$ cat src/rtl/mem_port_arbiter.sv
// Arbitrates the single shared memory port between the LC-3 core and an external loader.
// Optional macro CORE_PRIORITY_EN: core always wins ties (default build is round-robin).
module mem_port_arbiter #(
  parameter int ADDR_W      = 16,
  parameter int DATA_W      = 16,
  parameter int WAIT_CYCLES = 2
) (
  input  logic              clock,
  input  logic              reset,
  input  logic              core_req,
  input  logic              core_we,
  input  logic [ADDR_W-1:0] core_addr,
  input  logic [DATA_W-1:0] core_din,
  output logic [DATA_W-1:0] core_dout,
  output logic              complete,
  input  logic              ext_req,
  input  logic              ext_we,
  input  logic [ADDR_W-1:0] ext_addr,
  input  logic [DATA_W-1:0] ext_din,
  output logic [DATA_W-1:0] ext_dout,
  output logic              ext_done,
  output logic              mem_en,
  output logic              mem_we,
  output logic [ADDR_W-1:0] mem_addr,
  output logic [DATA_W-1:0] mem_wdata,
  input  logic [DATA_W-1:0] mem_rdata,
  output logic              busy,
  output logic              owner
);

  localparam int CNT_W = 4;
  localparam logic [CNT_W-1:0] CNT_LOAD = CNT_W'(WAIT_CYCLES - 1);

  typedef enum logic [1:0] {
    IDLE   = 2'd0,
    ACCESS = 2'd1,
    DONE   = 2'd2
  } state_t;

  state_t            state_reg;
  state_t            state_next;
  logic [CNT_W-1:0]  count_reg;
  logic              we_reg;
  logic [ADDR_W-1:0] addr_reg;
  logic [DATA_W-1:0] din_reg;
  logic              owner_reg;
  logic              last_grant_reg;
  logic              req_any;
  logic              pick_ext;
  logic              capture;

  always_comb begin
    req_any = core_req | ext_req;
`ifdef CORE_PRIORITY_EN
    pick_ext = ext_req & ~core_req;
`else
    // On a tie the port that did not hold the previous grant goes next.
    pick_ext = ext_req & (~core_req | ~last_grant_reg);
`endif
  end

  assign capture = (state_reg == ACCESS) && (count_reg == '0) && !we_reg;

  always_ff @(posedge clock) begin
    if (reset) begin
      state_reg <= IDLE;
    end else begin
      state_reg <= state_next;
    end
  end

  always_comb begin
    state_next = state_reg;
    case (state_reg)
      IDLE:    if (req_any) state_next = ACCESS;
      ACCESS:  if (count_reg == '0) state_next = DONE;
      DONE:    state_next = IDLE;
      default: state_next = IDLE;
    endcase
  end

  always_ff @(posedge clock) begin
    if (reset) begin
      count_reg      <= '0;
      we_reg         <= 1'b0;
      addr_reg       <= '0;
      din_reg        <= '0;
      owner_reg      <= 1'b0;
      last_grant_reg <= 1'b1;
    end else begin
      case (state_reg)
        IDLE: begin
          if (req_any) begin
            owner_reg <= pick_ext;
            count_reg <= CNT_LOAD;
            we_reg    <= pick_ext ? ext_we   : core_we;
            addr_reg  <= pick_ext ? ext_addr : core_addr;
            din_reg   <= pick_ext ? ext_din  : core_din;
          end
        end
        ACCESS: begin
          if (count_reg != '0) count_reg <= count_reg - CNT_W'(1);
        end
        DONE: begin
          last_grant_reg <= owner_reg;
        end
        default: ;
      endcase
    end
  end

  // Index 0 holds the core read-data register, index 1 the external one.
  genvar gi;
  generate
    for (gi = 0; gi < 2; gi++) begin : g_dout
      logic [DATA_W-1:0] dout_reg;
      always_ff @(posedge clock) begin
        if (reset) begin
          dout_reg <= '0;
        end else if (capture && (owner_reg == 1'(gi))) begin
          dout_reg <= mem_rdata;
        end
      end
    end
  endgenerate

  assign core_dout = g_dout[0].dout_reg;
  assign ext_dout  = g_dout[1].dout_reg;
  assign busy      = (state_reg != IDLE);
  assign mem_en    = (state_reg == ACCESS);
  assign mem_we    = (state_reg == ACCESS) & we_reg;
  assign mem_addr  = addr_reg;
  assign mem_wdata = din_reg;
  assign complete  = (state_reg == DONE) & ~owner_reg;
  assign ext_done  = (state_reg == DONE) & owner_reg;
  assign owner     = owner_reg;

endmodule

$ cat config.mk
export PLATFORM = sky130hd
export DESIGN_NAME = mem_port_arbiter
export DESIGN_NICKNAME = d
export VERILOG_FILES = /design/src/rtl/mem_port_arbiter.sv
export SDC_FILE = /design/constraint.sdc
export NUM_CORES = 1
export LEC_CHECK = 0
export BUFFER_PORTS_ARGS = -buffer_cell sky130_fd_sc_hd__clkbuf_2
export CAP_MARGIN = 30
export CORE_ASPECT_RATIO = 0.6
export CORE_MARGIN = 3
export CORE_UTILIZATION = 45
export DETAILED_ROUTE_END_ITERATION = 6
export PLACE_DENSITY = 0.88
export SYNTH_ARGS = -nofsm -noshare
export SYNTH_HDL_FRONTEND = slang
export SYNTH_SLANG_ARGS = --single-unit
$ cat constraint.sdc
create_clock -name clock -period 2.3 [get_ports clock]
set_input_delay 0.115 -clock clock [delete_from_list [all_inputs] [get_ports clock]]
set_output_delay 0.115 -clock clock [all_outputs]
set_load 0.05 [all_outputs]
Word-level counts from Yosys, hierarchy flattened --
Cells that the tools add are included.
Word-level totals: input port bits 86, register bits after elaboration 73, RAM bits 0, output and inout port bits 70, bits in latches 0, word-level logic and storage cells 46, memories kept 0, bits in read-only memories 0
Cells by class: eq/ne operators 5, divide/modulo/power cells 0, bitwise logic cells 9, shift operators 0, multiplexer cells 9, reduce and logical (&&, ||, !) cells 13, order comparisons 0, multipliers 0, $add $sub $neg 1
Operators by type and width (number):
- $mux 16 | 2
- $mux 4 | 2
- $pmux 4 s2 | 1
- $and 1x1->1 | 4
- $logic_and 1x1->1 | 4
- $logic_not 4->1 | 1
- $mux 2 | 2
- $ne 2x1->1 const B | 2
- $pmux 2 s2 | 1
- $reduce_and 2->1 | 2
- $reduce_bool 2->1 | 2
- $reduce_bool 4->1 | 1
- $sub 4x1->4 const B | 1
- $not 1->1 | 3
- $reduce_and 3->1 | 1
- $eq 2x1->1 const B | 1
- $eq 2x2->1 const B | 1
- $logic_not 2->1 | 1
- $ne 2x2->1 const B | 1
- $or 1x1->1 | 2
- $logic_not 1->1 | 1
- $mux 1 | 1

Longest topological paths before layout --
Gate-level depths: netlist of run 1.
word-level depth 4, gate-level depth with buffers 6, mapped depth without buffers 5

Worst setup path after synthesis of run 1 --
No wires, ideal clock.
kind register to register, start reg count_reg[0], end reg g_dout[0].dout_reg[10] (netlist: core_dout[10]), arrival time 1.597 ns, setup time 0.120 ns, period minus slack after synthesis 1.718 ns, cell stages (with the launch flop) 7, buffers on the path 1, data required time 2.180 ns, path slack 0.582 ns, path through dfxtp_1 -> inv_1 -> ha_1 -> or3b_4 -> or4_1 -> buf_2 -> mux2i_1
On the way: longest elaborated chain between the ends 4
Ends and longest elaborated chain:
- from (decl) | line 42 | logic [CNT_W-1:0] count_reg;
- from (signal assigned) | line 102 | if (count_reg != '0) count_reg <= count_reg - CNT_W'(1);
- $logic_not 4->1 | line 62 | assign capture = (state_reg == ACCESS) && (count_reg == '0) && !we_reg;
- $logic_and 1x1->1 (2 in a row) | line 62
- $logic_and 1x1->1 | line 120 | end else if (capture && (owner_reg == 1'(gi))) begin
- to (signal assigned) | line 121 | dout_reg <= mem_rdata;
- to (decl) | line 116 | logic [DATA_W-1:0] dout_reg;
No other way between the ends. A chain may end at the register's enable or synchronous reset.

Worst setup path in the final report of run 1 --
Same ends and word-level chain as after synthesis.

==> results of run 1 <==
how the worst max path moves through the flow:
stage                                    startpoint                    endpoint  slack [ns]
after CTS                 count_reg[0]$_SDFFE_PP0P_  core_dout[10]$_SDFFE_PP0P_        0.38
after floorplan           count_reg[0]$_SDFFE_PP0P_  core_dout[10]$_SDFFE_PP0P_        0.58
after global placement    count_reg[0]$_SDFFE_PP0P_  core_dout[10]$_SDFFE_PP0P_        0.47
after global routing      count_reg[0]$_SDFFE_PP0P_   ext_dout[12]$_SDFFE_PP0P_        0.22
final                     count_reg[0]$_SDFFE_PP0P_  core_dout[10]$_SDFFE_PP0P_        0.37
after detailed placement  count_reg[0]$_SDFFE_PP0P_  core_dout[12]$_SDFFE_PP0P_        0.40
routing by layer:
metal / GRT usage / part of all wire / routed length, um
met3: 0.0680 / 0.057 / 459
met5: 0 / 0 / 0
met2: 0.358 / 0.50 / 4030
met1: 0.247 / 0.43 / 3500
met4: 0.0722 / 0.012 / 97
layout make-up:
type / instances / area, sq um / share of cell area
flip-flops and latches: 73 / 1460 / 0.358
multi-input cells: 184 / 1390 / 0.339
repair buffers: 161 / 846 / 0.207
clock buffers: 12 / 165 / 0.0404
well taps: 84 / 105 / 0.0257
clock inverters: 4 / 97.6 / 0.0239
inverters: 7 / 26.3 / 0.00643
metrics by stage:
step / cells / power (mW) / cell area (sq um) / worst slack, ns / hold WS, ns
global placement: 509 / 2.28 / 3820 / 0.474 / 0.370
detailed placement: 509 / 2.31 / 3820 / 0.400 / 0.383
floorplan: 285 / 2.06 / 2950 / 0.582 / 0.277
finish: 525 / 3.55 / 4090 / 0.374 / 0.0340
global route: 525 / 3.69 / 4090 / 0.216 / 0.0314
CTS: 525 / 3.58 / 4090 / 0.380 / 0.0182
kinds of logic (layout without fill, tap and decap cells):
logic type               count (synthesis)  count (layout)  synth area share
AND/OR/NAND/NOR                         72              72             0.112
multiplexers                            65              65             0.220
AO/OA/AOI/OAI                           46              46             0.128
flip-flops                              73              73             0.495
buffers and inverters                   28             184            0.0411
adder cells (fa/ha/maj)                  1               1           0.00423
power breakdown:
| part | leakage [nW] | switching (mW) | internal [mW] |
|---|---|---|---|
| logic | 1.25 | 0.599 | 0.253 |
| registers | 0.597 | 0.0656 | 1.37 |
| clock network | 0.129 | 0.457 | 0.810 |
| total | 1.98 | 1.12 | 2.43 |
critical path, delay by kind of cell, from the launching register on:
family / cells / cell delay [ns]
mux: 1 / 0.18
buf+inv: 1 / 0.09
fa+ha+maj: 1 / 0.22
flops: 1 / 0.32
simple gates: 2 / 1.01
synthesized netlist by cell type:
library cell   n
dfxtp_1       73
mux2i_1       65
nand2_1       51
o2bb2ai_1     33
buf_2         10
clkbuf_1       8
inv_1          7
a21oi_1        4
nor2_1         4
and2_1         2
buf_1          2
nand2b_1       2
nor3_1         2
o221ai_1       2
or3_1          2
or4_1          2
a211o_1        1
a21boi_0       1
a21boi_1       1
a22o_1         1
a31oi_1        1
buf_4          1
ha_1           1
nand3_1        1
nand4b_1       1
nor3b_1        1
nor4_2         1
nor4bb_1       1
o21ai_0        1
o31ai_1        1
or2_2          1
or3b_4         1
==> metrics.cfg, run 1 <==
[run_status]
status=finished clean

[route]
via_per_inst=5.13
postRouteAntennaNets=0
wl_per_cell_um=15.4
drt_iter0_drc=90
first_pass_iters=4
vias=2693
remaining_drc_errors=0
wirelength_um=8080

[clocking]
cts-root-buf=clkbuf_8
hold_buffers=0
clk_latency_ns=0.34
cts_buffers=9
cts_tree=yes
clock_path_buffers=2
post_cts_resized=0
post_cts_buffers=0
clock_sinks=73
clkTransAtPathRegs_ns=0.07
ctsHtreeMaxLevel=3

[cells_and_area]
areaGrowthSynthToFinish_pct=38.4
layout_commonest_cell=clkbuf_2
nets=523
post-route-util=0.657
layout_common_cells=clkbuf_2 (155), dfxtp_1 (73), mux2i_1 (65)
drive_gt1_frac=0.413
fillers=536
antenna_cells=0

[timing]
fin_worst_skew_ns=0.00546
finalCritPeriodShare=0.837
worst_slew_pin_slew_ns=0.636
slew_headroom=0.576
slew_violations=0
rsz0062_at_grt=no
fin_setup_tns_ns=0
max_freq_mhz=519
hold_violations=0
post-route-min-period_ns=1.93
setup_viol=0

[worst_setup_path]
ff2ff_path_depth=5
reg2reg_from=count_reg[0]$_SDFFE_PP0P_
cp-end-kind=register
path_max_fanout=5
reg2reg_slack_ns=0.37
max_stage_delay_ns=0.59
cp.required_ns=2.52
cp-start-kind=register
crit_chain=inv_1, ha_1, or3b_4, or4_1, mux2i_1
timing.rr.end=core_dout[10]$_SDFFE_PP0P_
criticalPathCategory=reg -> reg
critical_path_arrival_ns=2.14
slowest_stage=or4_1

[placement]
port_buffers=155
gp_congestion=0.842
hpwl_um=6160

[floorplan]
ios=156
core-area_sq_um=6220
die_w_um=111
die_h_um=68.8
die-area_sq_um=7600
rows=22
initial_core_util=0.475

[global_routing]
grt_max_degree=50
grt.overflow.total=0
grt_pass1_vias=2630
grtUsageTotal=0.206
grt_first_pass_wirelength_um=12600
antenna_found_initial=0

[logic_synthesis]
avgSynthCellArea_sq_um=10.4
netlist_top_cells_area=dfxtp_1 (49%), mux2i_1 (22%), o2bb2ai_1 (9.8%)
synth.distinct_cells=32
yosys_warnings=0
synth_largest_area_cell=dfxtp_1
yosys.area.top_type_share=0.495
syn_area_sq_um=2950
ys_seq_area_frac=0.495
synth_nets=372
syn_inst=285
synth_seq_cells=73

[power_and_ir_drop]
ir_drop_v=0.000455
leakage_nw=1.98
power.density_nw_per_um2=869

[hold_path]
holdPathStages=3
whs_endpoint=core_dout[14]$_SDFFE_PP0P_
worstHoldStart=mem_rdata[14]
worstHoldPathType=in -> reg

[run]
maxCapViolCount=0

(Power assumes the default switching activity.)
==> inputs of run 2 (changes only) <==
- CORE_UTILIZATION: 45 -> 40
- PLACE_DENSITY: 0.88 -> 0.83
- clock period: 2.3 -> 1.55 ns (I/O delays scaled with it)
==> run 2 against run 1 <==
The run now ends with setup timing left. Setup slack lost 0.50 ns. Final area up 6.1%. First-iteration DRC count up 2.2%. Final cell count up 4.0%. Global-route usage down 2.4 points. Largest cell class unchanged. Count of clock-buffer cells in the layout down 1. Sequential cell count did not move. Clock power is 46% higher. Non-clock buffer count increased by 18.
==> metrics.cfg, run 2 (synthesized netlist as in run 1, its figures left out) <==
[run_status]
status=finished, violations left
violations=setup timing

[worst_setup_path]
critical_path_arrival_ns=1.89  ; -0.25 ns
cp.required_ns=1.76  ; -0.76 ns
cp-end-kind=register
criticalPathCategory=reg -> reg
cp-start-kind=register
max_stage_delay_ns=0.49  ; -0.10 ns
path_max_fanout=5  ; unchanged
crit_chain=inv_2, ha_4, or3b_4, or4_4, mux2i_1
crit_buf_inv=1  ; unchanged
slowest_stage=or4_4
path_delay_family=simple AND/OR/NAND/NOR gates

[timing]
rsz0062_at_grt=yes
fin_worst_skew_ns=0.00496  ; -0.000501 ns
worst_slew_pin_slew_ns=0.526  ; -0.110 ns
finalCritPeriodShare=1.08  ; +0.243
max_freq_mhz=597  ; +15%
setup_viol=26  ; +26
setup_slack_ns=-0.125  ; -0.499 ns
slew_violations=0  ; unchanged
post-route-min-period_ns=1.67  ; -0.251 ns
slew_headroom=0.649  ; +0.0725
fin_setup_tns_ns=-0.917  ; -0.917 ns
hold_violations=0  ; unchanged

[route]
via_per_inst=4.88  ; -4.8%
postRouteAntennaNets=0  ; unchanged
drt_iter0_drc=92  ; +2.2%
wirelength_um=7700  ; -4.8%
first_pass_iters=4  ; unchanged
wl_per_cell_um=14.1  ; -8.4%
vias=2667  ; -0.97%
remaining_drc_errors=0  ; unchanged

[global_routing]
grt.overflow.total=0  ; unchanged
grtUsageTotal=0.182  ; -0.0243
busiest_layer=met2
met1_usage=0.230  ; -0.0174
antenna_found_initial=0  ; unchanged
use_met3=0.0633  ; -0.00467
grt_max_degree=50  ; unchanged
grt_pass1_vias=2648  ; +0.68%
grtUsageMet2=0.289  ; -0.0694
grt_first_pass_wirelength_um=12200  ; -3.7%

[power_and_ir_drop]
internal_power_mw=3.63  ; +49%
combPwrFrac=0.259  ; +0.019
power.switching_mw=1.74  ; +55%
clockPowerShare=0.346  ; -0.011
ir_drop_v=0.000695  ; +53%
swShare=0.324  ; +0.00785
power.density_nw_per_um2=1240  ; +42%
seqPwrFrac=0.396  ; -0.007
leakage_nw=2.09  ; +5.8%

[cells_and_area]
fillers=574  ; +7.1%
layout_commonest_cell=clkbuf_2
areaGrowthSynthToFinish_pct=46.8
post-route-util=0.628  ; -0.0292
nets=541  ; +3.4%
antenna_cells=0  ; unchanged
layout_common_cells=clkbuf_2 (153), dfxtp_1 (69), mux2i_1 (65)
drive_gt1_frac=0.455  ; +0.0426
final_cell_area_sq_um=4340  ; +6.1%

[clocking]
clkTransAtPathRegs_ns=0.05  ; -0.02 ns
clk_latency_ns=0.33  ; about the same
cts_buffers=9  ; unchanged
clock_path_buffers=2  ; unchanged
ctsHtreeMaxLevel=3  ; unchanged
cts_tree=yes
clock_sinks=73  ; unchanged
cts-root-buf=clkbuf_16

[placement]
dpl_cell_area_sq_um=4000  ; +4.4%
port_buffers=155  ; unchanged
gp_congestion=0.882  ; +4.8%
hpwl_um=5940  ; -3.5%

[hold_path]
worstHoldPathType=in -> reg

[floorplan]
die-area_sq_um=8490  ; +12%
core-area_sq_um=6910  ; +11%
die_w_um=117  ; +5.7%
initial_core_util=0.428  ; -0.0471
rows=23  ; +4.5%
die_h_um=72.6  ; +5.5%
ios=156  ; unchanged

[run]
maxCapViolCount=0  ; unchanged

[run 2: cell count changes in the layout (fill, tap and decap cells not counted), moves of 4 or more]
cell / before / now
buf_4: 4 / 16
clkbuf_8: 12 / 1
clkbuf_16: 0 / 9
dfxtp_1: 73 / 69
dfxtp_2: 0 / 4
[run 2: worst paths after layout]
check / cells past startpoint / to / slack (ns) / start
worst max register to register: 5 / core_dout[13]$_SDFFE_PP0P_ / -0.12 / count_reg[1]$_SDFFE_PP0P_
worst min-delay path: 3 / mem_addr[7]$_SDFFE_PP0P_ / 0.01 / core_addr[7]
worst min register to register: 2 / ext_dout[3]$_SDFFE_PP0P_ / 0.45 / ext_dout[3]$_SDFFE_PP0P_
worst max-delay path: 5 / core_dout[13]$_SDFFE_PP0P_ / -0.12 / count_reg[1]$_SDFFE_PP0P_
[run 2: layer usage]
| layer | vias up | wire (um) |
|---|---|---|
| li1 | 1351 | - |
| met1 | 1213 | 3390 |
| met2 | 91 | 3670 |
| met3 | 12 | 534 |
| met4 | 0 | 108 |
| met5 | - | 0 |
[run 2: area by class of cell]
class                      count  area, sq um  area share
clock buffer                  11          243      0.0560
multi-input combinational    184         1430       0.330
sequential                    73         1470       0.338
inverter                       7         26.3     0.00606
clock inverter                 5         31.3     0.00721
timing repair buffer         179         1030       0.238
tap                           87          109      0.0251
[run 2: stage by stage]
step | setup slack (ns) | std cells | hold WS, ns | total power [mW]
floorplan | -0.106 | 285 | 0.239 | 3.07
global placement | -0.0797 | 525 | 0.335 | 3.49
detailed placement | -0.122 | 525 | 0.342 | 3.52
CTS | -0.120 | 545 | 0.00166 | 5.41
global route | -0.147 | 546 | 0.0140 | 5.61
finish | -0.125 | 546 | 0.0148 | 5.36
[run 2: repair_timing]
| action | 4_1_cts | 5_1_grt |
|---|---|---|
| endpoints found under the setup margin | 23 | 35 |
| hold endpoints to repair | 5 | 0 |
| gates resized for setup | 3 | 5 |
| hold buffers | 3 | 0 |
| buffers inserted | 1 | 1 |
| cloned | 0 | 0 |
[run 2: power groups by stage]
| stage | combinational, mW | sequential [mW] | clock [mW] |
|---|---|---|---|
| after floorplan | 0.452 | 2.62 | 0 |
| after global placement | 1.34 | 2.15 | 0 |
| after detailed placement | 1.36 | 2.15 | 0 |
| after CTS | 1.38 | 2.12 | 1.92 |
| after global routing | 1.47 | 2.14 | 2.00 |
| final | 1.39 | 2.12 | 1.85 |
[run 2: worst reg2reg max path: cells and delay by family (launching register included)]
kind / cells / cell delay, ns
muxes: 1 / 0.15
buffers and inverters: 1 / 0.06
and+or+nand+nor: 2 / 0.89
DFF: 1 / 0.32
adders and majority gates: 1 / 0.13
